===== config.mk =====
export PLATFORM = sky130hd
export DESIGN_NAME = video_scanout_flat
export DESIGN_NICKNAME = d
export VERILOG_FILES = /design/src/rtl/video_timing_pkg.sv /design/src/rtl/video_scanout_if.sv /design/src/rtl/sig_delay.sv /design/src/rtl/video_scanout.sv /design/src/flat_wrapper.sv
export SDC_FILE = /design/constraint.sdc
export NUM_CORES = 1
export LEC_CHECK = 0
export CELL_PAD_IN_SITES_DETAIL_PLACEMENT = 1
export CELL_PAD_IN_SITES_GLOBAL_PLACEMENT = 1
export CORE_AREA = 3 3 69 104
export CTS_CLUSTER_SIZE = 28
export DETAILED_ROUTE_END_ITERATION = 8
export DIE_AREA = 0 0 72 107
export PLACE_DENSITY = 0.91
export SLEW_MARGIN = 20
export SYNTH_ARGS = -nofsm -noshare
export SYNTH_HDL_FRONTEND = slang
export SYNTH_SLANG_ARGS = --single-unit

===== constraint.sdc =====
create_clock -name clk -period 4.2 [get_ports clk]
set_input_delay 0.84 -clock clk [delete_from_list [all_inputs] [get_ports clk]]
set_output_delay 0.84 -clock clk [all_outputs]
set_load 0.005 [all_outputs]

===== src/rtl/video_timing_pkg.sv =====
`default_nettype none
// ============================================================================
//  Module      : video_timing_pkg
//  Description : Default 640x480@60 raster timing and shared scanout types.
//  Revision    : 1.0 - initial release
// ============================================================================
package video_timing_pkg;

    localparam int H_ACTIVE = 640;
    localparam int H_FP     = 16;
    localparam int H_SYNC   = 96;
    localparam int H_BP     = 48;
    localparam int H_TOTAL  = H_ACTIVE + H_FP + H_SYNC + H_BP;

    localparam int V_ACTIVE = 480;
    localparam int V_FP     = 10;
    localparam int V_SYNC   = 2;
    localparam int V_BP     = 33;
    localparam int V_TOTAL  = V_ACTIVE + V_FP + V_SYNC + V_BP;

    // Frame buffer geometry is tied to the scanout active area.
    localparam int FB_WIDTH  = 640;
    localparam int FB_HEIGHT = 480;

    localparam int CNT_W = 12;

    typedef struct packed {
        logic fs;
        logic de;
        logic vs;
        logic hs;
    } timing_bits_t;

    function automatic logic sync_level(input logic active, input logic pol);
        return active ? pol : ~pol;
    endfunction

endpackage
`default_nettype wire


===== src/rtl/video_scanout_if.sv =====
`default_nettype none
// ============================================================================
//  Module      : video_scanout_if
//  Description : Frame buffer read port plus video output bundle.
//  Revision    : 1.0 - initial release
// ============================================================================
interface video_scanout_if;
    import video_timing_pkg::*;

    logic [CNT_W-1:0] xpos;
    logic [CNT_W-1:0] ypos;
    logic             color;
    logic             hsync;
    logic             vsync;
    logic             de;
    logic [23:0]      rgb;
    logic             vblank;
    logic             frame_start;

    modport master (
        output xpos, ypos, hsync, vsync, de, rgb, vblank, frame_start,
        input  color
    );

    modport slave (
        input  xpos, ypos, hsync, vsync, de, rgb, vblank, frame_start,
        output color
    );

endinterface
`default_nettype wire


===== src/rtl/sig_delay.sv =====
`default_nettype none
// ============================================================================
//  Module      : sig_delay
//  Description : Reset-clearable WIDTH x DEPTH shift register (DEPTH >= 1).
//  Revision    : 1.0 - initial release
// ============================================================================
module sig_delay #(
    parameter int WIDTH = 4,
    parameter int DEPTH = 1
) (
    input  wire logic             clk,
    input  wire logic             rst,
    input  wire logic [WIDTH-1:0] i_d,
    output logic      [WIDTH-1:0] o_q
);

    logic [WIDTH-1:0] r_stage [DEPTH];

    always_ff @(posedge clk) begin
        if (rst) begin
            for (int i = 0; i < DEPTH; i++) begin
                r_stage[i] <= '0;
            end
        end else begin
            r_stage[0] <= i_d;
            for (int i = 1; i < DEPTH; i++) begin
                r_stage[i] <= r_stage[i-1];
            end
        end
    end

    assign o_q = r_stage[DEPTH-1];

endmodule
`default_nettype wire


===== src/rtl/video_scanout.sv =====
`default_nettype none
// ============================================================================
//  Module      : video_scanout
//  Description : Raster timing engine driving frame buffer reads and DVI video.
//  Revision    : 1.0 - initial release
// ============================================================================
module video_scanout #(
    parameter int          H_ACTIVE   = video_timing_pkg::H_ACTIVE,
    parameter int          H_FP       = video_timing_pkg::H_FP,
    parameter int          H_SYNC     = video_timing_pkg::H_SYNC,
    parameter int          H_BP       = video_timing_pkg::H_BP,
    parameter int          V_ACTIVE   = video_timing_pkg::V_ACTIVE,
    parameter int          V_FP       = video_timing_pkg::V_FP,
    parameter int          V_SYNC     = video_timing_pkg::V_SYNC,
    parameter int          V_BP       = video_timing_pkg::V_BP,
    parameter bit          SYNC_POL   = 1'b0,
    parameter int          FB_LATENCY = 1,
    parameter logic [23:0] FG_COLOR   = 24'hFFFFFF,
    parameter logic [23:0] BG_COLOR   = 24'h000000
) (
    input  wire logic         clk,
    input  wire logic         rst,
    video_scanout_if.master   vid
);
    import video_timing_pkg::*;

    localparam int c_h_total = H_ACTIVE + H_FP + H_SYNC + H_BP;
    localparam int c_v_total = V_ACTIVE + V_FP + V_SYNC + V_BP;

    localparam logic [CNT_W-1:0] c_h_last   = CNT_W'(c_h_total - 1);
    localparam logic [CNT_W-1:0] c_v_last   = CNT_W'(c_v_total - 1);
    localparam logic [CNT_W-1:0] c_h_act    = CNT_W'(H_ACTIVE);
    localparam logic [CNT_W-1:0] c_v_act    = CNT_W'(V_ACTIVE);
    localparam logic [CNT_W-1:0] c_hs_start = CNT_W'(H_ACTIVE + H_FP);
    localparam logic [CNT_W-1:0] c_hs_end   = CNT_W'(H_ACTIVE + H_FP + H_SYNC);
    localparam logic [CNT_W-1:0] c_vs_start = CNT_W'(V_ACTIVE + V_FP);
    localparam logic [CNT_W-1:0] c_vs_end   = CNT_W'(V_ACTIVE + V_FP + V_SYNC);

    logic [CNT_W-1:0] r_hcnt;
    logic [CNT_W-1:0] r_vcnt;
    logic [CNT_W-1:0] r_xpos;
    logic [CNT_W-1:0] r_ypos;
    logic             r_vblank;
    logic [CNT_W-1:0] w_hcnt_nxt;
    logic [CNT_W-1:0] w_vcnt_nxt;

    logic             r_hsync;
    logic             r_vsync;
    logic             r_de;
    logic [23:0]      r_rgb;
    logic             r_fs;

    timing_bits_t     w_raw;
    timing_bits_t     w_dly;
    logic [3:0]       w_dly_bits;

    always_comb begin
        w_hcnt_nxt = r_hcnt + 1'b1;
        w_vcnt_nxt = r_vcnt;
        if (r_hcnt == c_h_last) begin
            w_hcnt_nxt = '0;
            w_vcnt_nxt = (r_vcnt == c_v_last) ? '0 : r_vcnt + 1'b1;
        end
    end

    // Coordinates are derived from the next count so they change in the same
    // cycle as the counters; the frame buffer latency then lines up with the
    // raw timing delay line.
    always_ff @(posedge clk) begin
        if (rst) begin
            r_hcnt   <= '0;
            r_vcnt   <= '0;
            r_xpos   <= '0;
            r_ypos   <= '0;
            r_vblank <= 1'b0;
        end else begin
            r_hcnt   <= w_hcnt_nxt;
            r_vcnt   <= w_vcnt_nxt;
            r_xpos   <= (w_hcnt_nxt < c_h_act) ? w_hcnt_nxt : '0;
            r_ypos   <= (w_vcnt_nxt < c_v_act) ? w_vcnt_nxt : '0;
            r_vblank <= (w_vcnt_nxt >= c_v_act);
        end
    end

    always_comb begin
        w_raw.hs = (r_hcnt >= c_hs_start) && (r_hcnt < c_hs_end);
        w_raw.vs = (r_vcnt >= c_vs_start) && (r_vcnt < c_vs_end);
        w_raw.de = (r_hcnt < c_h_act) && (r_vcnt < c_v_act);
        w_raw.fs = (r_hcnt == '0) && (r_vcnt == '0);
    end

    sig_delay #(
        .WIDTH (4),
        .DEPTH (FB_LATENCY)
    ) u_delay (
        .clk (clk),
        .rst (rst),
        .i_d (w_raw),
        .o_q (w_dly_bits)
    );

    assign w_dly = timing_bits_t'(w_dly_bits);

    // Pixel colour for the delayed position is on vid.color in this cycle.
    always_ff @(posedge clk) begin
        if (rst) begin
            r_hsync <= ~SYNC_POL;
            r_vsync <= ~SYNC_POL;
            r_de    <= 1'b0;
            r_rgb   <= '0;
            r_fs    <= 1'b0;
        end else begin
            r_hsync <= sync_level(w_dly.hs, SYNC_POL);
            r_vsync <= sync_level(w_dly.vs, SYNC_POL);
            r_de    <= w_dly.de;
            r_rgb   <= w_dly.de ? (vid.color ? FG_COLOR : BG_COLOR) : 24'h0;
            r_fs    <= w_dly.fs;
        end
    end

    assign vid.xpos        = r_xpos;
    assign vid.ypos        = r_ypos;
    assign vid.hsync       = r_hsync;
    assign vid.vsync       = r_vsync;
    assign vid.de          = r_de;
    assign vid.rgb         = r_rgb;
    assign vid.vblank      = r_vblank;
    assign vid.frame_start = r_fs;

endmodule
`default_nettype wire

===== src/flat_wrapper.sv =====
// flat-port wrapper written by rule: the top's interface ports become plain ports
module video_scanout_flat import video_timing_pkg::*;
#(
    parameter int          H_ACTIVE   = video_timing_pkg::H_ACTIVE,
    parameter int          H_FP       = video_timing_pkg::H_FP,
    parameter int          H_SYNC     = video_timing_pkg::H_SYNC,
    parameter int          H_BP       = video_timing_pkg::H_BP,
    parameter int          V_ACTIVE   = video_timing_pkg::V_ACTIVE,
    parameter int          V_FP       = video_timing_pkg::V_FP,
    parameter int          V_SYNC     = video_timing_pkg::V_SYNC,
    parameter int          V_BP       = video_timing_pkg::V_BP,
    parameter bit          SYNC_POL   = 1'b0,
    parameter int          FB_LATENCY = 1,
    parameter logic [23:0] FG_COLOR   = 24'hFFFFFF,
    parameter logic [23:0] BG_COLOR   = 24'h000000
)
  (clk, rst, vid_xpos, vid_ypos, vid_hsync, vid_vsync, vid_de, vid_rgb, vid_vblank, vid_frame_start, vid_color);
  video_scanout_if vid_i ();
  input  wire logic clk;
  input  wire logic rst;
  output wire logic [$bits(vid_i.xpos)-1:0] vid_xpos;
  output wire logic [$bits(vid_i.ypos)-1:0] vid_ypos;
  output wire logic [$bits(vid_i.hsync)-1:0] vid_hsync;
  output wire logic [$bits(vid_i.vsync)-1:0] vid_vsync;
  output wire logic [$bits(vid_i.de)-1:0] vid_de;
  output wire logic [$bits(vid_i.rgb)-1:0] vid_rgb;
  output wire logic [$bits(vid_i.vblank)-1:0] vid_vblank;
  output wire logic [$bits(vid_i.frame_start)-1:0] vid_frame_start;
  input wire logic [$bits(vid_i.color)-1:0] vid_color;
  assign vid_xpos = vid_i.xpos;
  assign vid_ypos = vid_i.ypos;
  assign vid_hsync = vid_i.hsync;
  assign vid_vsync = vid_i.vsync;
  assign vid_de = vid_i.de;
  assign vid_rgb = vid_i.rgb;
  assign vid_vblank = vid_i.vblank;
  assign vid_frame_start = vid_i.frame_start;
  assign vid_i.color = vid_color;
  video_scanout #(.H_ACTIVE(H_ACTIVE), .H_FP(H_FP), .H_SYNC(H_SYNC), .H_BP(H_BP), .V_ACTIVE(V_ACTIVE), .V_FP(V_FP), .V_SYNC(V_SYNC), .V_BP(V_BP), .SYNC_POL(SYNC_POL), .FB_LATENCY(FB_LATENCY), .FG_COLOR(FG_COLOR), .BG_COLOR(BG_COLOR)) u_core (.clk(clk), .rst(rst), .vid(vid_i));
endmodule

==> impl_metrics.csv <==
group,metric,value,unit
floorplanning,num_io_pins,56,
drt,drc,0,
clock_tree,clk_path_buf_depth,2,
timing,finalClockSkew,11.32,ps
logic_synthesis,synth_area,2576,um^2
floorplanning,initial_core_util,40.00,%
power,p_leak,1.238,nW
worst_setup_path,reg2reg_depth,5,
logic_synthesis,synth.area.top_cells,"dfxtp_1, buf_4, xnor2_1",
floorplanning,fp-row-count,36,
clock_tree,cts_tree,"done",
worst_setup_path,end_kind,"flip-flop",
placement,place.gp.congestion,0.8377,
logic_synthesis,ys.flop_type,"dfxtp_1",
logic_synthesis,synth_largest_area_cell,"dfxtp_1",
logic_synthesis,seq_area_frac_synth,45.07,%
flow_run,drv_cap,0,
power,p_sw_share,23.02,%
logic_synthesis,yosysUniqueCellTypes,45,
worst_hold_path,holdPathEnd,"u_core.vid.vsync",
global_routing,grt_max_degree,25,
cells_and_area,nets,312,
clock_tree,cts_sinks,58,
cells_and_area,layout-drive-gt1-share,8.387,%
clock_tree,cts_buffers,9,
cells_and_area,final_util,49.59,%
logic_synthesis,syn_inst,271,
drt,first_pass_iters,4,
outcome,status,"completed",
worst_setup_path,r2r_end,"u_core.vid.ypos[5]",
timing,setup-violations-final,0,
worst_setup_path,crit_required,4430,ps
logic_synthesis,ys_seq_elements,58,
timing,rsz0062_at_grt,"false",
timing,tightestPinTransition,920.2,ps
worst_setup_path,critPathKind,"flip-flop to flip-flop",
floorplanning,core-area,6441,um^2
power,power_frac_clock,45.7,%
cells_and_area,diodes,0,
clock_tree,htree_levels,3,
worst_setup_path,r2r_start,"u_core.r_hcnt[0]",
power,seq_power_share,49.5,%
worst_hold_path,min-delay-start,"u_core.u_delay.r_stage[0][1]",
logic_synthesis,synth.most_common_cell,"dfxtp_1",
worst_hold_path,hold_depth,1,
worst_setup_path,cp-start-kind,"flip-flop",
timing,final.setup.tns,0,ps
power,p_comb_share,4.8,%
floorplanning,die_y,107,um
logic_synthesis,avgSynthCellArea,9.506,um^2
drt,routed_wl,6106,um
global_routing,antenna_found_initial,0,
global_routing,grt_pass1_wl,10050,um
logic_synthesis,synth-edff-count,0,
drt,drtAntennaViolNets,0,
timing,report.final.slew_viol_count,0,
worst_setup_path,rrSetupSlack,1490,ps
clock_tree,clkTransAtPathRegs,80,ps
logic_synthesis,synth_common_cells,"dfxtp_1, buf_4, nor2_1",
global_routing,overflow,0,
clock_tree,cts_root_buf,"clkbuf_8",
logic_synthesis,yosys_warnings,0,
drt,wl_per_cell,15.82,um
drt,vias,1981,
timing,maxSlewHeadroom,38.46,%
worst_setup_path,worst-path-max-fanout,20,
cells_and_area,syn2layout_area_growth,23.99,%
logic_synthesis,synth_top_area_share,45.07,%
placement,port_buffers,55,
clock_tree,post_cts_resized,0,
timing,period_share,64.54,%
worst_setup_path,crit_arrival,2940,ps
power,intPower,0.8836,mW
timing,finalHoldViolCount,0,
clock_tree,clock_latency,350,ps
power,p_sw,0.2642,mW
worst_hold_path,hold_class,"flip-flop to flip-flop",
power,vdd_drop_max,0.2255,mV
floorplanning,die_area,7704,um^2
timing,period_needed,2711,ps
drt,drtIter0Drc,111,
power,cellPowerDensity,359.3,nW/um^2
placement,dp_hpwl,4355,um
logic_synthesis,async_reset_ff_share,0,%
timing,max_freq,368.9,MHz
clock_tree,hold_buffers,0,
global_routing,grt_pass1_vias,1999,
global_routing,grt_usage,16.94,%
floorplanning,die_x,72,um
clock_tree,cts_setup_buffers,0,
drt,via_per_inst,5.132,
-- layer usage --
metal  wire [um]  track usage (%)  up-vias  part of all wire (%)
met5           0                0        -                     0
met2        3184            29.87       46                    52
met3         187            4.128       19                   3.1
met1        2500            18.23      943                    41
li1            -                -      973                     -
met4         234            9.005        0                   3.8
-- per-stage QoR --
stage	hold slack, ps	std cells	worst slack, ps	total power, mW	cell area, um^2
final	395.6	386	1489	1.148	3194
after global routing	410.1	386	1266	1.189	3194
after CTS	395.5	386	1447	1.155	3194
after detailed placement	373.5	370	1228	0.6365	2990
after global placement	374.7	370	1396	0.6334	2990
after floorplan	351.2	275	2172	0.6093	2591
-- kinds of logic (layout without fill, tap and decap cells) --
family                     Yosys count  after routing  synth area share, %
AOI/OAI and AO/OA                   35             35                11.51
xor gates and xnor gates            15             15                5.099
adders and majority gates            4              4                1.943
buffers and inverters               51             86                11.75
DFF                                 58             58                45.07
muxes                                2              2               0.7771
other                                1              5               0.1456
and+or+nand+nor                    105            105                23.70
-- how the worst max path moves through the flow --
stage | from | end | cells past startpoint
2_1_floorplan | u_core.r_hcnt[0] | u_core.vid.ypos[5] | 8
3_3_place_gp | rst | u_core.vid.ypos[2] | 5
3_5_place_dp | rst | u_core.vid.ypos[2] | 5
4_1_cts | u_core.r_hcnt[0] | u_core.vid.ypos[5] | 5
5_1_grt | u_core.r_hcnt[1] | u_core.vid.ypos[5] | 5
6_report | u_core.r_hcnt[0] | u_core.vid.ypos[5] | 5
-- cell type report --
type,instances,area [um^2]
Clock inverter,6,66.31
Inverter,15,56.30
Sequential cell,58,1161
Multi-Input combinational cell,166,1127
Fill cell,741,3247
Timing Repair Buffer,55,550.5
Clock buffer,10,137.6
Tap cell,76,95.09
-- placed cells by master, fill, tap and decap left out, drive strengths merged, types with 5 or more instances in the layout --
cell type / instances
nand2: 17
inv: 15
nand4: 7
or3: 5
xnor2: 11
a211oi: 8
nor4: 6
o21ai: 7
nor2: 22
nand3: 8
clkbuf: 10
nor3: 12
conb: 5
dfxtp: 58
clkdlybuf4s50: 55
and3b: 5
-- worst max-delay path: stages (launching register included) --
cell and delay [ps]:
dfxtp_1 410, ha_1 210, and3_1 340, nand4_2 520, or3_1 750, a2111oi_4 360
-- state kept, by name, indices dropped and copies added (netlist names), 4 cells and up --
register,cells
u_core.u_delay.r_stage,4
u_core.r_hcnt,12
u_core.r_vcnt,12
u_core.vid.xpos,12
u_core.vid.ypos,12
-- power groups by stage --
stage,logic [mW],clock network [mW],registers [mW]
after detailed placement,0.0557,0,0.581
after global routing,0.0605,0.558,0.570
final,0.0551,0.524,0.568
after CTS,0.0561,0.531,0.568
after global placement,0.0540,0,0.579
after floorplan,0.0294,0,0.580
Note: power is estimated with default switching activity, not from simulation.
==> edit 1, RTL diff (config.mk and constraints unchanged) <==
`SYNC_POL` is set to 1'b0 in 2 places; all go to 1'b1.
--- a/src/rtl/video_scanout.sv
+++ b/src/rtl/video_scanout.sv
@@ -13,7 +13,7 @@
     parameter int          V_FP       = video_timing_pkg::V_FP,
     parameter int          V_SYNC     = video_timing_pkg::V_SYNC,
     parameter int          V_BP       = video_timing_pkg::V_BP,
-    parameter bit          SYNC_POL   = 1'b0,
+    parameter bit          SYNC_POL   = 1'b1,
     parameter int          FB_LATENCY = 1,
     parameter logic [23:0] FG_COLOR   = 24'hFFFFFF,
     parameter logic [23:0] BG_COLOR   = 24'h000000
--- a/src/flat_wrapper.sv
+++ b/src/flat_wrapper.sv
@@ -9,7 +9,7 @@
     parameter int          V_FP       = video_timing_pkg::V_FP,
     parameter int          V_SYNC     = video_timing_pkg::V_SYNC,
     parameter int          V_BP       = video_timing_pkg::V_BP,
-    parameter bit          SYNC_POL   = 1'b0,
+    parameter bit          SYNC_POL   = 1'b1,
     parameter int          FB_LATENCY = 1,
     parameter logic [23:0] FG_COLOR   = 24'hFFFFFF,
     parameter logic [23:0] BG_COLOR   = 24'h000000
Behaviour: not the same (a bounded check fails within 4 cycles, from zero or initial values and one cycle with rst high).
==> edit 1 against the unedited design <==
  * Critical endpoint is now u_core.vid.ypos[6]$_SDFF_PP0_
  * Design area about the same
  * Highest routed layer unchanged
  * Power up 0.26%
  * Area after synthesis fell by 0.39%
  * Worst setup slack worse by 600 ps
  * Clock skew fell by 3.2 ps
  * Sequential power grew 0.7%
  * Die area did not move
  * Sequential cell count is the same
  * Wire length increased by 4.5%
==> edit 1: results (changes against the unedited design) <==
Nets: 316 (was 312)
Async SR Flop Fraction: 0 (unchanged)
Ys flop type: dfxtp_1 (unchanged)
HP Class: reg -> reg (unchanged)
Peak supply drop: 0.256 mV (was 0.226 mV)
Warnings, synthesis: 0 (unchanged)
Worst r2r src: u_core.r_hcnt[5]$_SDFF_PP0_ (was u_core.r_hcnt[0]$_SDFF_PP0_)
Worst path slowest cell: or4_1 (was or3_1)
GPL Wtd Cong: 0.853 (was 0.838)
Compound-cell area share of the yosys netlist: 0.0848 (was 0.115)
Worst hold slack: 443 ps (was 396 ps)
DR iter-0 viols: 113 (was 111)
Slew @ Worst Pin: 963 ps (was 920 ps)
Hold EP: u_core.vid.hsync$_SDFF_PP0_ (was u_core.vid.vsync$_SDFF_PP1_)
Synth cell types: 48 (was 45)
DR vias/cell: 5.49 (was 5.13)
Mux contribution to synthesized area: 0.00390 (was 0.00777)
Adder-cell area share of the yosys netlist: 0.0195 (was 0.0194)
CTS Buffer Depth: 2 (unchanged)
Clock Latency Late Sink: 350 ps (about the same)
Final clock skew: 8.11 ps (was 11.3 ps)
Sequential area share after synthesis: 0.452 (was 0.451)
Number of global-route vias before repair: 2246 (was 1999)
CTS Buf Count: 9 (unchanged)
Buffers on Ports: 55 (unchanged)
Post-Synth XOR/XNOR Area: 0.0580 (was 0.0510)
First-pass GRT wire length: 11.0 mm (was 10.1 mm)
Total track usage: 0.183 (was 0.169)
Initial antenna violation count: 0 (unchanged)
Wire length per cell: 16.4 microns (was 15.8 microns)
CP peak stage delay: 810 ps (was 750 ps)
CTS Root Cell: clkbuf_8 (unchanged)
Leakage dissipation: 1.14 nW (was 1.24 nW)
Setup WS pre-CTS: 900 ps (was 1230 ps)
# setup viols final: 0 (unchanged)
R2R setup slack: 890 ps (was 1490 ps)
Hold wc startpoint: u_core.u_delay.r_stage[0][0]$_SDFF_PP0_ (was u_core.u_delay.r_stage[0][1]$_SDFF_PP0_)
Arr. time, crit path: 3540 ps (was 2940 ps)
Largest net degree at the start of global routing: 25 (unchanged)
Main area contributors after synthesis: dfxtp_1 45%, buf_4 6.7%, nor4_1 4.1% (was dfxtp_1 45%, buf_4 7.6%, xnor2_1 3.7%)
Status: finished clean (unchanged)
Post-CTS sizing: 0 (unchanged)
Commonest cells in the synthesized netlist: 58 x dfxtp_1, 23 x buf_4, 20 x nor2_1 (was 58 x dfxtp_1, 26 x buf_4, 22 x nor2_1)
Layout cell share with drive strength beyond 1: 0.0892 (was 0.0839)
Drt pass-1 iters: 4 (unchanged)
R2r endpoint: u_core.vid.ypos[6]$_SDFF_PP0_ (was u_core.vid.ypos[5]$_SDFF_PP0_)
Max Fanout on Critical Path: 15 (was 20)
Antenna diodes: 0 (unchanged)
Post-DP HPWL: 4.82 mm (was 4.35 mm)
Post-CTS setup buffers: 0 (unchanged)
[edit 1: changes by cell type in the layout (fill, tap and decap cells not counted), sizes merged, moves of 3 or more]
cell    unedited run  this run
nor3              12         6
xor2               4         7
a211oi             8         2
nor3b              3         6
inv               15         8
nor4               6        21
or4                0         8
o21ai              7         4
and3b              5         0
[edit 1: cell type report]
class                           instances  area, sq um
Multi-Input combinational cell        176         1140
Clock buffer                           11          151
Sequential cell                        58         1160
Clock inverter                          5         52.6
Tap cell                               76         95.1
Inverter                                8         30.0
Timing Repair Buffer                   56          558
Fill cell                             759         3250
[edit 1: cell families (layout without fill, tap and decap cells)]
kind of cell    count (synthesis)  after routing
other cells                     1              5
xor+xnor                       17             17
compound gates                 28             28
buf+inv                        46             80
simple gates                  121            121
flops                          58             58
fa+ha+maj                       4              4
mux                             1              1
[edit 1: worst max path at each step]
| stage | from | to | slack [ps] | depth (start not counted) |
|---|---|---|---|---|
| global route | u_core.r_hcnt[0]$_SDFF_PP0_ | u_core.vid.ypos[6]$_SDFF_PP0_ | 690 | 6 |
| finish | u_core.r_hcnt[5]$_SDFF_PP0_ | u_core.vid.ypos[6]$_SDFF_PP0_ | 890 | 5 |
| detailed placement | u_core.r_hcnt[5]$_SDFF_PP0_ | u_core.vid.ypos[6]$_SDFF_PP0_ | 900 | 5 |
| CTS | u_core.r_hcnt[5]$_SDFF_PP0_ | u_core.vid.ypos[6]$_SDFF_PP0_ | 870 | 5 |
| floorplan | u_core.r_hcnt[10]$_SDFF_PP0_ | u_core.vid.ypos[0]$_SDFF_PP0_ | 1340 | 8 |
| global placement | u_core.r_hcnt[5]$_SDFF_PP0_ | u_core.vid.ypos[1]$_SDFF_PP0_ | 1040 | 5 |
[edit 1: routing by layer]
layer	GRT usage	up-vias	part of all wire
met5	0	-	0
met1	0.189	1037	0.38
li1	-	1013	-
met2	0.339	74	0.55
met3	0.0450	18	0.049
met4	0.0833	0	0.023
[edit 1: report_power, final]
part	switching, W	leakage (nW)	total, W	internal [W]
sequential	0.00000974	0.472	0.000572	0.000563
combinational	0.0000244	0.566	0.0000607	0.0000363
clock	0.000215	0.105	0.000518	0.000302
[edit 1: metrics by stage]
stage          cell area, sq um  std cells  utilization
4_1_cts                    3190        390        0.496
2_1_floorplan              2580        280            -
5_1_grt                    3190        390        0.496
6_report                   3190        390        0.496
3_5_place_dp               2990        374        0.464
3_3_place_gp               2990        374        0.464
==> edit 2, RTL diff (config.mk and constraints unchanged) <==
Without the edit above. `r_rgb` no longer has a reset.
--- a/src/rtl/video_scanout.sv
+++ b/src/rtl/video_scanout.sv
@@ -107,15 +107,17 @@
             r_hsync <= ~SYNC_POL;
             r_vsync <= ~SYNC_POL;
             r_de    <= 1'b0;
-            r_rgb   <= '0;
             r_fs    <= 1'b0;
         end else begin
             r_hsync <= sync_level(w_dly.hs, SYNC_POL);
             r_vsync <= sync_level(w_dly.vs, SYNC_POL);
             r_de    <= w_dly.de;
-            r_rgb   <= w_dly.de ? (vid.color ? FG_COLOR : BG_COLOR) : 24'h0;
             r_fs    <= w_dly.fs;
         end
+    end
+
+    always_ff @(posedge clk) begin
+        r_rgb <= w_dly.de ? (vid.color ? FG_COLOR : BG_COLOR) : 24'h0;
     end
 
     assign vid.xpos        = r_xpos;
Behaviour: differs if rst is asserted again (counterexample within 4 cycles, from zero or initial values and one cycle with rst high); with rst held inactive, the same outputs for 10 cycles.
==> edit 2 against the unedited design <==
  * Core utilization increased by 0.66 points
  * Highest routed layer unchanged
  * Worst setup slack worse by 90 ps
  * Wire length shrank 0.23%
  * Synthesized cell count is 2.2% lower
  * Largest power group unchanged
  * Power is 4.4% lower
  * Area after synthesis is 3.5% higher
  * Design area grew 1.3%
  * Sequential cell count unchanged
==> edit 2: results (changes against the unedited design) <==
HP Class: reg -> reg (unchanged)
Hold wc startpoint: u_core.u_delay.r_stage[0][0]$_SDFF_PP0_ (was u_core.u_delay.r_stage[0][1]$_SDFF_PP0_)
Commonest cells in the synthesized netlist: 58 x dfxtp_1, 24 x buf_4, 19 x nor3_1 (was 58 x dfxtp_1, 26 x buf_4, 22 x nor2_1)
Leakage dissipation: 1.12 nW (was 1.24 nW)
Synth cell types: 58 (was 45)
Final clock skew: 8.60 ps (was 11.3 ps)
Peak supply drop: 0.235 mV (was 0.226 mV)
Sequential area share after synthesis: 0.435 (was 0.451)
Main area contributors after synthesis: dfxtp_1 44%, buf_4 6.8%, nor4b_2 3.9% (was dfxtp_1 45%, buf_4 7.6%, xnor2_1 3.7%)
Wire length per cell: 16.1 microns (was 15.8 microns)
Layout cell share with drive strength beyond 1: 0.135 (was 0.0839)
Clock slew at reported path FFs: 60 ps (was 80 ps)
Worst path slowest cell: a21oi_2 (was or3_1)
First-pass GRT wire length: 10.4 mm (was 10.1 mm)
DR vias/cell: 5.43 (was 5.13)
Number of global-route vias before repair: 2172 (was 1999)
CP Capture Point: u_core.vid.vblank$_SDFF_PP0_ (was u_core.vid.ypos[5]$_SDFF_PP0_)
Max Fanout on Critical Path: 13 (was 20)
Arr. time, crit path: 3080 ps (was 2940 ps)
Worst hold slack: 380 ps (was 396 ps)
Hold EP: u_core.vid.hsync$_SDFF_PP1_ (was u_core.vid.vsync$_SDFF_PP1_)
Status: finished clean (unchanged)
DR iter-0 viols: 56 (was 111)
Total track usage: 0.176 (was 0.169)
Post-DP HPWL: 4.52 mm (was 4.35 mm)
CTS Buf Count: 9 (unchanged)
R2R setup slack: 1400 ps (was 1490 ps)
Post-Synth XOR/XNOR Area: 0.0328 (was 0.0510)
Slew HR: 0.443 (was 0.385)
CTS Buffer Depth: 2 (unchanged)
Buffers on Ports: 55 (unchanged)
Hold Path Depth: 1 (unchanged)
Fillers: 743 (was 741)
Post-CTS sizing: 0 (unchanged)
Compound-cell area share of the yosys netlist: 0.0929 (was 0.115)
GPL Wtd Cong: 0.839 (was 0.838)
Worst-case reg-to-reg path depth: 6 (was 5)
Mux contribution to synthesized area: 0.00939 (was 0.00777)
Adder-cell area share of the yosys netlist: 0.0188 (was 0.0194)
CP peak stage delay: 620 ps (was 750 ps)
Nets: 306 (was 312)
## edit 2: final cells by class
class,instances,share of cell area
Multi-Input combinational cell,166,0.379
Sequential cell,58,0.359
Timing Repair Buffer,55,0.170
Clock buffer,12,0.0479
Tap cell,76,0.0294
Inverter,9,0.0104
Clock inverter,3,0.00464
## edit 2: report_power, final
part / leakage, nW / total (W) / internal (W) / switching (W)
Sequential: 0.472 / 0.000572 / 0.000563 / 0.00000941
Clock: 0.0920 / 0.000451 / 0.000240 / 0.000211
Combinational: 0.555 / 0.0000741 / 0.0000452 / 0.0000289
Total: 1.12 / 0.00110 / 0.000848 / 0.000249
## edit 2: logic make-up after synthesis
logic type               after synthesis
AO/OA/AOI/OAI                         33
XOR/XNOR                              10
adder cells (fa/ha/maj)                4
buffers and inverters                 45
flip-flops                            58
multiplexers                           2
other                                  1
AND/OR/NAND/NOR                      112
## edit 2: metrics by stage
stage	utilization	worst slack [ps]	cells	instance area [sq um]	power, W
2_1_floorplan	-	2000	269	2680	0.000627
3_3_place_gp	0.476	1380	364	3070	0.000657
3_5_place_dp	0.476	1230	364	3070	0.000660
4_1_cts	0.503	1390	379	3240	0.00111
5_1_grt	0.503	1210	379	3240	0.00114
6_report	0.503	1400	379	3240	0.00110
## edit 2: worst max-delay path: cells and delay by family (launching register included)
kind / cells / cell delay (ps)
AO/OA/AOI/OAI: 3 / 1090
flip-flops: 1 / 420
adder cells (fa/ha/maj): 1 / 240
AND/OR/NAND/NOR: 2 / 1000
## edit 2: per-layer routing
layer,vias to the layer above,GRT usage,share of wire
li1,992,-,-
met1,988,0.173,0.38
met3,17,0.0478,0.047
met4,0,0.0847,0.024
met2,62,0.328,0.55
met5,-,0,0
